File: src/rtl/dac_spi_out.sv
// Output stage: re-samples the 8-bit mix at a fixed rate and shifts each sample
// out as a 16-bit DAC121S101 frame {2'bxx, 2'b00 power-down, 12-bit code}.
module dac_spi_out #(
  parameter int CLK_DIV    = 2,
  parameter int SAMPLE_DIV = 2500
) (
  input  logic       CLK,
  input  logic       RST,
  input  logic       CE,
  input  logic [7:0] SAMPLE_IN,
  input  logic       MUTE,
  output logic       SCLK,
  output logic       SYNC_N,
  output logic       SDATA,
  output logic       BUSY,
  output logic       FRAME_DONE,
  output logic       OVERRUN,
  output logic [1:0] DBG_STATE
);

  localparam int RW = (SAMPLE_DIV > 1) ? $clog2(SAMPLE_DIV) : 1;
  localparam int HW = (CLK_DIV > 1) ? $clog2(CLK_DIV) : 1;
  localparam logic [RW-1:0] RATE_LAST = RW'(SAMPLE_DIV - 1);
  localparam logic [HW-1:0] HALF_LAST = HW'(CLK_DIV - 1);

  localparam logic [1:0] ST_IDLE  = 2'd0;
  localparam logic [1:0] ST_SHIFT = 2'd1;
  localparam logic [1:0] ST_DONE  = 2'd2;

  logic [RW-1:0] rate_q, rate_d;
  logic [1:0]    state_q, state_d;
  logic [HW-1:0] half_q, half_d;
  logic [3:0]    bit_q, bit_d;
  logic [15:0]   word_q, word_d;
  logic          sclk_q, sclk_d;
  logic          sync_n_q, sync_n_d;
  logic          sdata_q, sdata_d;
  logic          done_q, done_d;
  logic          ovr_q, ovr_d;
  logic          tick;
  logic [7:0]    code_sel;

  always_comb begin
    rate_d   = rate_q;
    state_d  = state_q;
    half_d   = half_q;
    bit_d    = bit_q;
    word_d   = word_q;
    sclk_d   = sclk_q;
    sync_n_d = sync_n_q;
    sdata_d  = sdata_q;
    done_d   = done_q;
    ovr_d    = ovr_q;
    code_sel = MUTE ? 8'h80 : SAMPLE_IN;
    tick     = CE && (rate_q == '0);

    // With CE low nothing moves, so a frame simply stretches.
    if (CE) begin
      rate_d = (rate_q == RATE_LAST) ? '0 : rate_q + RW'(1);
      done_d = 1'b0;
      case (state_q)
        ST_IDLE: begin
          if (tick) begin
            word_d   = {4'b0000, code_sel, 4'b0000};
            state_d  = ST_SHIFT;
            sync_n_d = 1'b0;
            sclk_d   = 1'b1;
            half_d   = '0;
            bit_d    = 4'd15;
            sdata_d  = word_d[15];
          end
        end
        ST_SHIFT: begin
          if (half_q == HALF_LAST) begin
            half_d = '0;
            sclk_d = ~sclk_q;
            // SDATA advances only on the SCLK rising edge; the DAC samples on falling.
            if (!sclk_q) begin
              if (bit_q == 4'd0) begin
                state_d  = ST_DONE;
                sync_n_d = 1'b1;
                done_d   = 1'b1;
                sdata_d  = 1'b0;
              end else begin
                bit_d   = bit_q - 4'd1;
                sdata_d = word_q[bit_q - 4'd1];
              end
            end
          end else begin
            half_d = half_q + HW'(1);
          end
        end
        ST_DONE: state_d = ST_IDLE;
        default: state_d = ST_IDLE;
      endcase
      if (tick && (state_q != ST_IDLE)) ovr_d = 1'b1;
    end
  end

  always_ff @(posedge CLK or posedge RST) begin
    if (RST) begin
      rate_q   <= '0;
      state_q  <= ST_IDLE;
      half_q   <= '0;
      bit_q    <= 4'd0;
      word_q   <= 16'h0000;
      sclk_q   <= 1'b1;
      sync_n_q <= 1'b1;
      sdata_q  <= 1'b0;
      done_q   <= 1'b0;
      ovr_q    <= 1'b0;
    end else begin
      rate_q   <= rate_d;
      state_q  <= state_d;
      half_q   <= half_d;
      bit_q    <= bit_d;
      word_q   <= word_d;
      sclk_q   <= sclk_d;
      sync_n_q <= sync_n_d;
      sdata_q  <= sdata_d;
      done_q   <= done_d;
      ovr_q    <= ovr_d;
    end
  end

  assign SCLK       = sclk_q;
  assign SYNC_N     = sync_n_q;
  assign SDATA      = sdata_q;
  assign BUSY       = (state_q == ST_SHIFT);
  assign FRAME_DONE = done_q;
  assign OVERRUN    = ovr_q;
  assign DBG_STATE  = state_q;

endmodule

File: config.mk
export PLATFORM = sky130hd
export DESIGN_NAME = dac_spi_out
export DESIGN_NICKNAME = d
export VERILOG_FILES = /design/src/rtl/dac_spi_out.sv
export SDC_FILE = /design/constraint.sdc
export NUM_CORES = 1
export LEC_CHECK = 0
export CAP_MARGIN = 5
export CORE_UTILIZATION = 32
export DETAILED_ROUTE_END_ITERATION = 7
export MAX_ROUTING_LAYER = met4
export PLACE_DENSITY = 0.51
export RECOVER_POWER = 25
export REMOVE_ABC_BUFFERS = 1
export SYNTH_ARGS = -nofsm -noshare
export SYNTH_HDL_FRONTEND = slang
export SYNTH_SLANG_ARGS = --single-unit
File: constraint.sdc
create_clock -name CLK -period 5 [get_ports CLK]
set_input_delay 1.5 -clock CLK [delete_from_list [all_inputs] [get_ports CLK]]
set_output_delay 1.5 -clock CLK [all_outputs]
set_load 0.01 [all_outputs]
=== Yosys cells after proc, flatten, opt, wreduce, memory -nomap -nowiden ===
Index checks and enable logic that the tools add are counted.

* Bits in registers: 32
* Input port bits: 12
* Output and inout port bits: 8
* Word-level logic and storage cells: 69

* Add/sub/neg operators: 3
* $lt $le $gt $ge: 1
* Equal/unequal tests: 7
* Mux-type cells: 32
* Bitwise gates (word level): 1
* Reductions and logical operators: 15

{| class="wikitable"
|+ Operators with widths
! operator !! number
|-
| $mux 4 || 4
|-
| $mux 1 || 15
|-
| $add 12x1->12 const B || 1
|-
| $eq 12x12->1 const B || 1
|-
| $logic_not 12->1 || 1
|-
| $mux 12 || 1
|-
| $reduce_and 6->1 || 2
|-
| $reduce_and 5->1 || 2
|-
| $mux 2 || 4
|-
| $mux 8 || 1
|-
| $pmux 1 s2 || 4
|-
| $pmux 4 s2 || 1
|-
| $ne 2x2->1 const B || 3
|-
| $reduce_and 3->1 || 2
|-
| $lt 4x5->1 const B || 1
|-
| $bmux 1 s4 || 1
|-
| $logic_not 4->1 || 1
|-
| $ne 2x1->1 const B || 2
|-
| $pmux 2 s2 || 1
|-
| $reduce_and 4->1 || 1
|-
| $reduce_bool 2->1 || 2
|-
| $sub 4x1->4 const B || 1
|-
| $eq 2x1->1 const B || 1
|-
| $logic_and 1x1->1 || 2
|-
| 4 further kinds || 4
|}

=== Logic depth before layout (Yosys ltp) ===
Gate-level depths: netlist of run 1.

* Depth in word-level cells: 7
* Depth in mapped cells: 7
* Depth with buffers taken out: 6

=== Least setup slack after synthesis of run 1 ===
OpenSTA, ideal clock, no wires.

* Kind: in2reg
* From: input CE
* To: register word_q[10]
* Setup time: 125 ps
* Arrival time: 2,424 ps
* Required time: 4,875 ps
* Path slack: 2,451 ps
* Cell stages on the path: 5
* Buffers on the path: 1
* Cell sequence: nor4b_1 > and4_1 > buf_6 > nand2_4 > mux2_4

* Word-level cells in the longest chain between the ends: 2

{| class="wikitable"
|+ Ends and longest elaborated chain
! item !! line !! text
|-
| start, declared || 9 || <nowiki>input logic CE,</nowiki>
|-
| $logic_and 1x1->1 || 55 || <nowiki>tick = CE && (rate_q == '0);</nowiki>
|-
| $reduce_and 3->1 (no source line) * || -- ||
|-
| end signal, assigned || 117 || <nowiki>word_q <= word_d;</nowiki>
|-
| end, declared || 34 || <nowiki>logic [15:0] word_q, word_d;</nowiki>
|}

Every way passes the cells marked *; elsewhere a longest branch is shown, timed or not.
A chain may end at the register's enable or synchronous reset.

=== Worst setup path after layout of run 1 ===
* From: input CE
* To: register word_q[6]

Same word-level chain as after synthesis.

==> results of run 1 <==
[power by group through the flow]
stage,combinational [mW],sequential (mW),clock [mW]
floorplan,0.138,0.360,0
global placement,0.186,0.370,0
detailed placement,0.194,0.372,0
CTS,0.195,0.368,0.211
global route,0.218,0.379,0.224
finish,0.193,0.369,0.202
[per-stage QoR]
stage,utilization [%],hold WS (ps)
finish,40.13,467.6
global route,40.13,486.7
CTS,40.13,472.3
detailed placement,38.36,456.8
global placement,38.36,450.1
floorplan,-,467.5
[kinds of logic after synthesis]
group	synth area share, %
compound gates	9.338
xor+xnor	5.662
fa+ha+maj	2.206
buf+inv	4.044
flops	47.21
mux	10.66
simple gates	20.88
[worst max-delay path, stage by stage]
cell and delay (ps):
clkdlybuf4s50_1 760, nor4b_1 250, and4_1 490, nand2_4 190
mux2_4 340
[layout by cell type, fill, tap and decap left out, drive strengths merged, types with 4 or more instances in the layout]
cell type and count:
nand2 9, xnor2 7, nand3 9, xor2 4, clkdlybuf4s50 18, clkbuf 8
nor2 15, mux2 8, and4 4, nor2b 11, o21ai 7, dfrtp 30
nor3 4, inv 11
[worst max path at each step]
stage               startpoint          to  slack (ps)  cells after the start
floorplan                   CE  word_q[10]        2350                      4
global placement            CE   word_q[7]        1420                      5
detailed placement          CE  word_q[10]        1330                      5
CTS                         CE  word_q[10]        1630                      5
global route                CE   word_q[7]        1510                      5
finish                      CE   word_q[6]        1620                      5
[flip-flops by register name, indices dropped and copies added (netlist names)]
name / flops
SDATA: 1
bit_q: 4
half_q: 1
FRAME_DONE: 1
DBG_STATE: 2
SYNC_N: 1
word_q: 8
OVERRUN: 1
rate_q: 12
SCLK: 1
[layout make-up]
type / instances / share of cell area, %
Multi-Input combinational cell: 113 / 40.48
Sequential cell: 32 / 39.19
Tap cell: 70 / 4.273
Clock buffer: 8 / 4.396
Timing Repair Buffer: 20 / 9.646
Inverter: 11 / 2.015
[per-layer routing]
layer / track usage, % / wire (µm)
met5: - / 0
met4: 5.660 / 51
met3: 3.614 / 97
met2: 22.52 / 1717
met1: 17.04 / 1547
==> flow_metrics.env, run 1 <==
export IMPL_hp_class="reg -> reg"
export IMPL_yosys_area_top_type="dfrtp_1"
export IMPL_crit_path_end_kind="flip-flop"
export IMPL_switchingPower_mw=0.2478
export IMPL_place_area_mm2=0.001959
export IMPL_die_w_um=74.92
export IMPL_rows=26
export IMPL_holdPathEnd="OVERRUN"
export IMPL_synth_common_cells="dfrtp_1 (30), nor2_1 (15), inv_1 (11), nor2b_1 (11), nand3_1 (9)"
export IMPL_whs_path_depth=1
export IMPL_worstRegToRegCells=5
export IMPL_synth_edff_count=0
export IMPL_finalHoldViolCount=0
export IMPL_gp_congestion=0.7742
export IMPL_io_pins=20
export IMPL_syn_cell_area_mm2=0.001702
export IMPL_track_usage_pct=14.12
export IMPL_fin_area_mm2=0.002049
export IMPL_yosysTopAreaCellShare_pct=44.12
export IMPL_clock_sinks=32
export IMPL_skew_ps=4.467
export IMPL_critical_path_class="in -> reg"
export IMPL_r2r_slack_ps=3050
export IMPL_post_route_min_period_ps=3383
export IMPL_cts_setup_buffers=0
export IMPL_final_fill_count=520
export IMPL_synth_ff_type="dfrtp_1"
export IMPL_combPwrFrac_pct=25.2
export IMPL_place_ws_ps=1331
export IMPL_clk_pin_slew_ps=70
export IMPL_fmax_ghz=0.2956
export IMPL_fin_tns_setup_ps=0
export IMPL_dieArea_mm2=0.005613
export IMPL_crit_arrival_ps=3540
export IMPL_drtAntennaViolNets=0
export IMPL_cts_tree="built"
export IMPL_setup_violations_final=0
export IMPL_diodes=0
export IMPL_root_buffer="clkbuf_8"
export IMPL_hold_start="OVERRUN"
export IMPL_avgSynthCellArea_um2=10.64
export IMPL_area_growth_pct=20.44
export IMPL_startpoint_type="input port"
export IMPL_worst_slack_ps=1617
export IMPL_reg2reg_from="bit_q[0]"
export IMPL_grt_max_degree=21
export IMPL_synth_most_common_cell="dfrtp_1"
export IMPL_cts_hold_buf=0
export IMPL_ys_async_sr_fraction_pct=100.0
export IMPL_drv_cap=0
export IMPL_clk_latency_ps=280
export IMPL_layout_drive_gt1_share_pct=12.50
export IMPL_synth_area_top_cells="dfrtp_1 (44%), mux2_4 (6.2%), nor2b_1 (4.0%), xnor2_1 (3.6%), nor2_1 (3.3%)"
export IMPL_postSynthCellCount=160
export IMPL_finalPower_mw=0.7641
export IMPL_port_buffers=19
export IMPL_grt_pass1_wl_um=5637
export IMPL_relSlewSlack_pct=47.75
export IMPL_grt_pass1_vias=1190
export IMPL_stdcell_count=254
export IMPL_rsz0062_at_grt="no"
export IMPL_fin_nets=198
export IMPL_status="finished, final reports clean"
export IMPL_drv_slew=0
export IMPL_power_density_mw_per_mm2=372.8
export IMPL_viasPerCell=4.815
export IMPL_synth_seq_area_share_pct=47.21
export IMPL_seq_power_share_pct=48.3
export IMPL_start_util_pct=33.32
export IMPL_cp_max_fo=14
export IMPL_worstReg2RegEnd="bit_q[1]"
export IMPL_place_inst=246
export IMPL_wirelength_um=3414
export IMPL_worstPathRequired_ps=5160
export IMPL_p_leak_nw=0.9195
export IMPL_core_mm2=0.005107
export IMPL_vias=1223
export IMPL_synth_distinct_cells=40
export IMPL_drt_pass1_iterations=4
export IMPL_wire_per_inst_um=13.44
export IMPL_peakVddDrop_mv=0.1748
export IMPL_switching_share_pct=32.43
export IMPL_p_int_mw=0.5163
export IMPL_p_clk_share_pct=26.5
export IMPL_cts_buffer_depth=2
export IMPL_dp_hpwl_um=2551
export IMPL_worst_pin_slew_ps=782.9
export IMPL_cts_max_level=2
export IMPL_numCtsBuffers=5
export IMPL_drt_iter0_drc=52
export IMPL_synth_seq_cells=32
export IMPL_multi_input_area_um2=829.5
export IMPL_die_y_um=74.92
export IMPL_antenna_found_initial=0
export IMPL_seqCellArea_um2=803.3
export IMPL_grt_ovfl_total=0
export IMPL_ctsResizeCount=0
export IMPL_synth_warnings=0
export IMPL_drcViolationCount=0
export IMPL_fin_crit_sh_pct=67.65
Power figures use the tool's default switching activity.
==> run 2: changes to the inputs <==
- clock period: 5 -> 3.35 ns (I/O delays scaled with it)
==> run 2 against run 1 <==
Net effect:
- the flow now finishes with violations (max-capacitance violations, max-slew violations)
- register-to-register slack got worse by 1600 ps
- first-iteration DRC count rose by 25%
- non-clock buffer count rose by 1
- highest routed layer unchanged
==> flow_metrics.env, run 2 (synthesized netlist as in run 1, its figures left out) <==
export IMPL_clk_latency_ps=280
export IMPL_cp_max_fo=11
export IMPL_final_cell_mix="dfrtp_1 (30), clkdlybuf4s50_1 (19), nor2_1 (15)"
export IMPL_dieArea_mm2=0.005613
export IMPL_root_buffer="clkbuf_8"
export IMPL_cts_max_level=2
export IMPL_clk_pin_slew_ps=70
export IMPL_post_route_min_period_ps=2737
export IMPL_die_y_um=74.92
export IMPL_clock_sinks=32
export IMPL_drtAntennaViolNets=0
export IMPL_drcViolationCount=0
export IMPL_rows=26
export IMPL_track_usage_pct=14.29
export IMPL_crit_arrival_ps=1730
export IMPL_crit_path_end_kind="output pin"
export IMPL_ctsResizeCount=0
export IMPL_grt_ovfl_total=0
export IMPL_worst_pin_slew_ps=1744
export IMPL_relSlewSlack_pct=-16.29
export IMPL_final_common_cell="dfrtp_1"
export IMPL_vias=1251
export IMPL_wirelength_um=3430
export IMPL_setup_violations_final=0
export IMPL_fin_tns_setup_ps=0
export IMPL_viasPerCell=4.906
export IMPL_core_mm2=0.005107
export IMPL_drt_pass1_iterations=4
export IMPL_layout_drive_gt1_share_pct=12.97
export IMPL_grt_pass1_wl_um=5747
export IMPL_p_leak_nw=0.9301
export IMPL_drv_slew=33
export IMPL_port_buffers=19
export IMPL_fin_crit_sh_pct=81.69
export IMPL_peakVddDrop_mv=0.2241
export IMPL_critical_path_class="reg -> out"
export IMPL_area_growth_pct=21.69
export IMPL_fin_area_mm2=0.002071
export IMPL_cts_hold_buf=0
export IMPL_gp_congestion=0.7675
export IMPL_worstPathRequired_ps=2340
export IMPL_cts_buffer_depth=2
export IMPL_skew_ps=11.09
export IMPL_drt_iter0_drc=65
export IMPL_violations="max-capacitance violations, max-slew violations"
export IMPL_top_regs="rate_q x12, word_q x8, bit_q x4"
export IMPL_startpoint_type="flip-flop"
export IMPL_largest_register="rate_q"
export IMPL_numCtsBuffers=5
export IMPL_power_density_mw_per_mm2=577.0
export IMPL_cts_tree="built"
export IMPL_antenna_found_initial=0
export IMPL_grt_pass1_vias=1240
export IMPL_wire_per_inst_um=13.45
export IMPL_start_util_pct=33.32
export IMPL_die_w_um=74.92
export IMPL_rsz0062_at_grt="no"
export IMPL_finalHoldViolCount=0
export IMPL_hp_class="reg -> reg"
export IMPL_largest_reg_flops=12
export IMPL_status="finished, violations left"
export IMPL_cts_setup_buffers=0
export IMPL_fin_nets=199
export IMPL_dp_hpwl_um=2525
export IMPL_drv_cap=1
export IMPL_fmax_ghz=0.3654
export IMPL_grt_max_degree=33
export IMPL_place_area_mm2=0.001967
export IMPL_diodes=0
export IMPL_io_pins=20
==> run 2: cell count changes in the layout (fill, tap and decap cells not counted), sizes merged <==
cell	previous run	this run
clkinv	0	1
clkdlybuf4s50	18	19
clkbuf	8	7
dlygate4sd3	1	0
bufinv	0	1
==> run 2: area by class of cell <==
type	instances	area [µm²]
flip-flops and latches	32	803.3
fillers	508	3037
repair buffers	21	201.4
clock buffers	6	72.57
well taps	70	87.58
inverters	11	41.29
clock inverters	2	35.03
multi-input cells	113	829.5
==> run 2: stage by stage <==
stage,hold slack (ps),util [%],power (mW),std cells,worst slack [ps]
CTS,487.3,40.62,1.212,255,599.5
global placement,449.9,38.51,0.8333,247,515.0
global route,496.2,40.54,1.282,255,365.6
detailed placement,470.0,38.51,0.8419,247,513.4
finish,487.7,40.54,1.195,255,613.5
floorplan,467.5,-,0.7430,156,1191
==> run 2: critical path, stage by stage, from the launching register on <==
cell and delay [ps]:
dfrtp_1 550, nor2b_1 310, clkdlybuf4s50_1 590
==> run 2: final timing paths <==
kind	slack, ps	depth (start not counted)	endpoint	start
worst max-delay path	610	2	BUSY	DBG_STATE[0]
max in group asynchronous	700	3	word_q[8]	RST
worst min register to register	490	1	OVERRUN	OVERRUN
worst min-delay path	490	1	OVERRUN	OVERRUN
min in group asynchronous	1640	3	rate_q[7]	RST
worst max register to register	1440	6	bit_q[1]	bit_q[0]
==> run 2: power by group <==
| part | internal, mW | switching [mW] | leakage, nW |
|---|---|---|---|
| Clock | 0.221 | 0.143 | 0.0552 |
| Combinational | 0.143 | 0.139 | 0.467 |
| Sequential | 0.459 | 0.0894 | 0.408 |
==> run 2: per-layer routing <==
metal  track usage (%)  routed length (µm)  vias up
met5                 -                   0        -
met4             5.031                  22        0
met3             4.016                  79        2
met2             23.22                1757       13
met1             16.93                1570      629
li1                  -                   -      607
==> run 3: changes to the inputs <==
- PLACE_DENSITY: 0.51 -> 0.52
- clock period: 3.35 -> 2.3 ns (I/O delays scaled with it)
==> run 3 against run 2 <==
Net effect:
- the flow now finishes without violations
- non-clock buffer count grew 10
- via count grew 1.3%
- clock power grew 24%
- register-to-register slack lost 900 ps
- worst setup slack lost 480 ps
- global-route usage grew 0.21 points
- flip-flop and latch count is the same
- combinational power grew 54%
- wire length shrank 1.5%
- sequential share of layout area shrank 1.1 points
==> flow_metrics.env, run 3 (synthesized netlist as in run 1, its figures left out) <==
export IMPL_clock_sinks=32
export IMPL_ctsResizeCount=0
export IMPL_antenna_found_initial=0
export IMPL_port_buffers=19
export IMPL_area_growth_pct=25.29
export IMPL_io_pins=20
export IMPL_cts_hold_buf=0
export IMPL_final_cell_mix="dfrtp_1 (30), clkdlybuf4s50_1 (18), nor2_1 (15)"
export IMPL_r2r_slack_ps=540
export IMPL_power_density_mw_per_mm2=791.1
export IMPL_grt_max_degree=33
export IMPL_fin_tns_setup_ps=0
export IMPL_status="finished, final reports clean"
export IMPL_post_route_min_period_ps=2169
export IMPL_fin_nets=209
export IMPL_track_usage_pct=14.49
export IMPL_finalHoldViolCount=0
export IMPL_viasPerCell=4.781
export IMPL_diodes=0
export IMPL_die_w_um=74.92
export IMPL_rsz0062_at_grt="no"
export IMPL_worstReg2RegEnd="bit_q[1]"
export IMPL_fmax_ghz=0.4611
export IMPL_crit_path_end_kind="output pin"
export IMPL_wirelength_um=3377
export IMPL_final_fill_count=513
export IMPL_worst_pin_slew_ps=839.3
export IMPL_finalPower_mw=1.687
export IMPL_numCtsBuffers=5
export IMPL_core_mm2=0.005107
export IMPL_grt_ovfl_total=0
export IMPL_dieArea_mm2=0.005613
export IMPL_fin_util_pct=41.74
export IMPL_start_util_pct=33.32
export IMPL_whs_path_depth=1
export IMPL_cts_buffer_depth=2
export IMPL_hold_start="OVERRUN"
export IMPL_final_common_cell="dfrtp_1"
export IMPL_largest_reg_flops=12
export IMPL_drv_slew=0
export IMPL_root_buffer="clkbuf_8"
export IMPL_drtAntennaViolNets=0
export IMPL_holdPathEnd="OVERRUN"
export IMPL_cts_max_level=2
export IMPL_vias=1267
export IMPL_p_leak_nw=0.9786
export IMPL_reg2reg_from="rate_q[2]"
export IMPL_worstRegToRegCells=5
export IMPL_cts_tree="built"
export IMPL_worstPathRequired_ps=1610
export IMPL_gp_congestion=0.7732
export IMPL_relSlewSlack_pct=44.05
export IMPL_top_regs="rate_q x12, word_q x8, bit_q x4"
export IMPL_fin_crit_sh_pct=94.28
export IMPL_critical_path_class="reg -> out"
export IMPL_startpoint_type="flip-flop"
export IMPL_grt_pass1_vias=1341
export IMPL_rows=26
export IMPL_cp_max_fo=8
export IMPL_crit_arrival_ps=1480
export IMPL_wire_per_inst_um=12.74
export IMPL_setup_violations_final=0
export IMPL_largest_register="rate_q"
export IMPL_hp_class="reg -> reg"
export IMPL_drt_pass1_iterations=4
export IMPL_grt_pass1_wl_um=5851
export IMPL_layout_drive_gt1_share_pct=18.46
export IMPL_clk_latency_ps=280
export IMPL_skew_ps=3.410
export IMPL_drcViolationCount=0
export IMPL_drv_cap=0
export IMPL_drt_iter0_drc=34
export IMPL_clk_pin_slew_ps=70
export IMPL_peakVddDrop_mv=0.3780
export IMPL_dp_hpwl_um=2525
export IMPL_cts_setup_buffers=0
export IMPL_die_y_um=74.92
-- run 3: worst max path at each step --
stage | startpoint | to | slack (ps) | depth (start not counted)
finish | DBG_STATE[1] | BUSY | 130 | 2
global route | DBG_STATE[1] | BUSY | 30 | 2
CTS | DBG_STATE[1] | BUSY | 120 | 2
detailed placement | CE | bit_q[1] | -100 | 6
global placement | CE | rate_q[11] | -50 | 6
floorplan | CE | word_q[10] | 460 | 4
-- run 3: final cells by class --
class                   instances  area (µm²)  area share, %
well taps                      70       87.58          4.108
clock buffers                   6       82.58          3.873
clock inverters                 2       10.01         0.4695
repair buffers                 31       277.8          13.03
flip-flops and latches         32       803.3          37.68
inverters                      11       41.29          1.937
multi-input cells             113       829.5          38.91
-- run 3: metrics by stage --
step	area, µm²	hold WS (ps)	worst slack (ps)	instances
2_1_floorplan	1674	467.5	455.8	156
3_5_place_dp	2042	453.6	-96.60	257
3_3_place_gp	2042	449.9	-46.37	257
5_1_grt	2132	522.6	25.38	265
4_1_cts	2135	471.3	118.7	265
6_report	2132	466.2	131.5	265
-- run 3: routing by layer --
layer	track usage (%)	up-vias	share of wire (%)
met5	-	-	0
met4	8.176	0	2.0
met3	3.213	7	3.1
met2	23.52	17	50
met1	16.53	615	45
li1	-	628	-
-- run 3: where the power goes --
group | leakage, nW | total, mW | switching, mW | internal (mW)
sequential | 0.408 | 0.799 | 0.130 | 0.669
combinational | 0.520 | 0.435 | 0.213 | 0.223
clock | 0.0510 | 0.452 | 0.213 | 0.239
-- run 3: critical path, stage by stage (launching register included) --
cell	delay (ps)
dfrtp_1	460
nor2b_1	180
clkdlybuf4s50_1	550
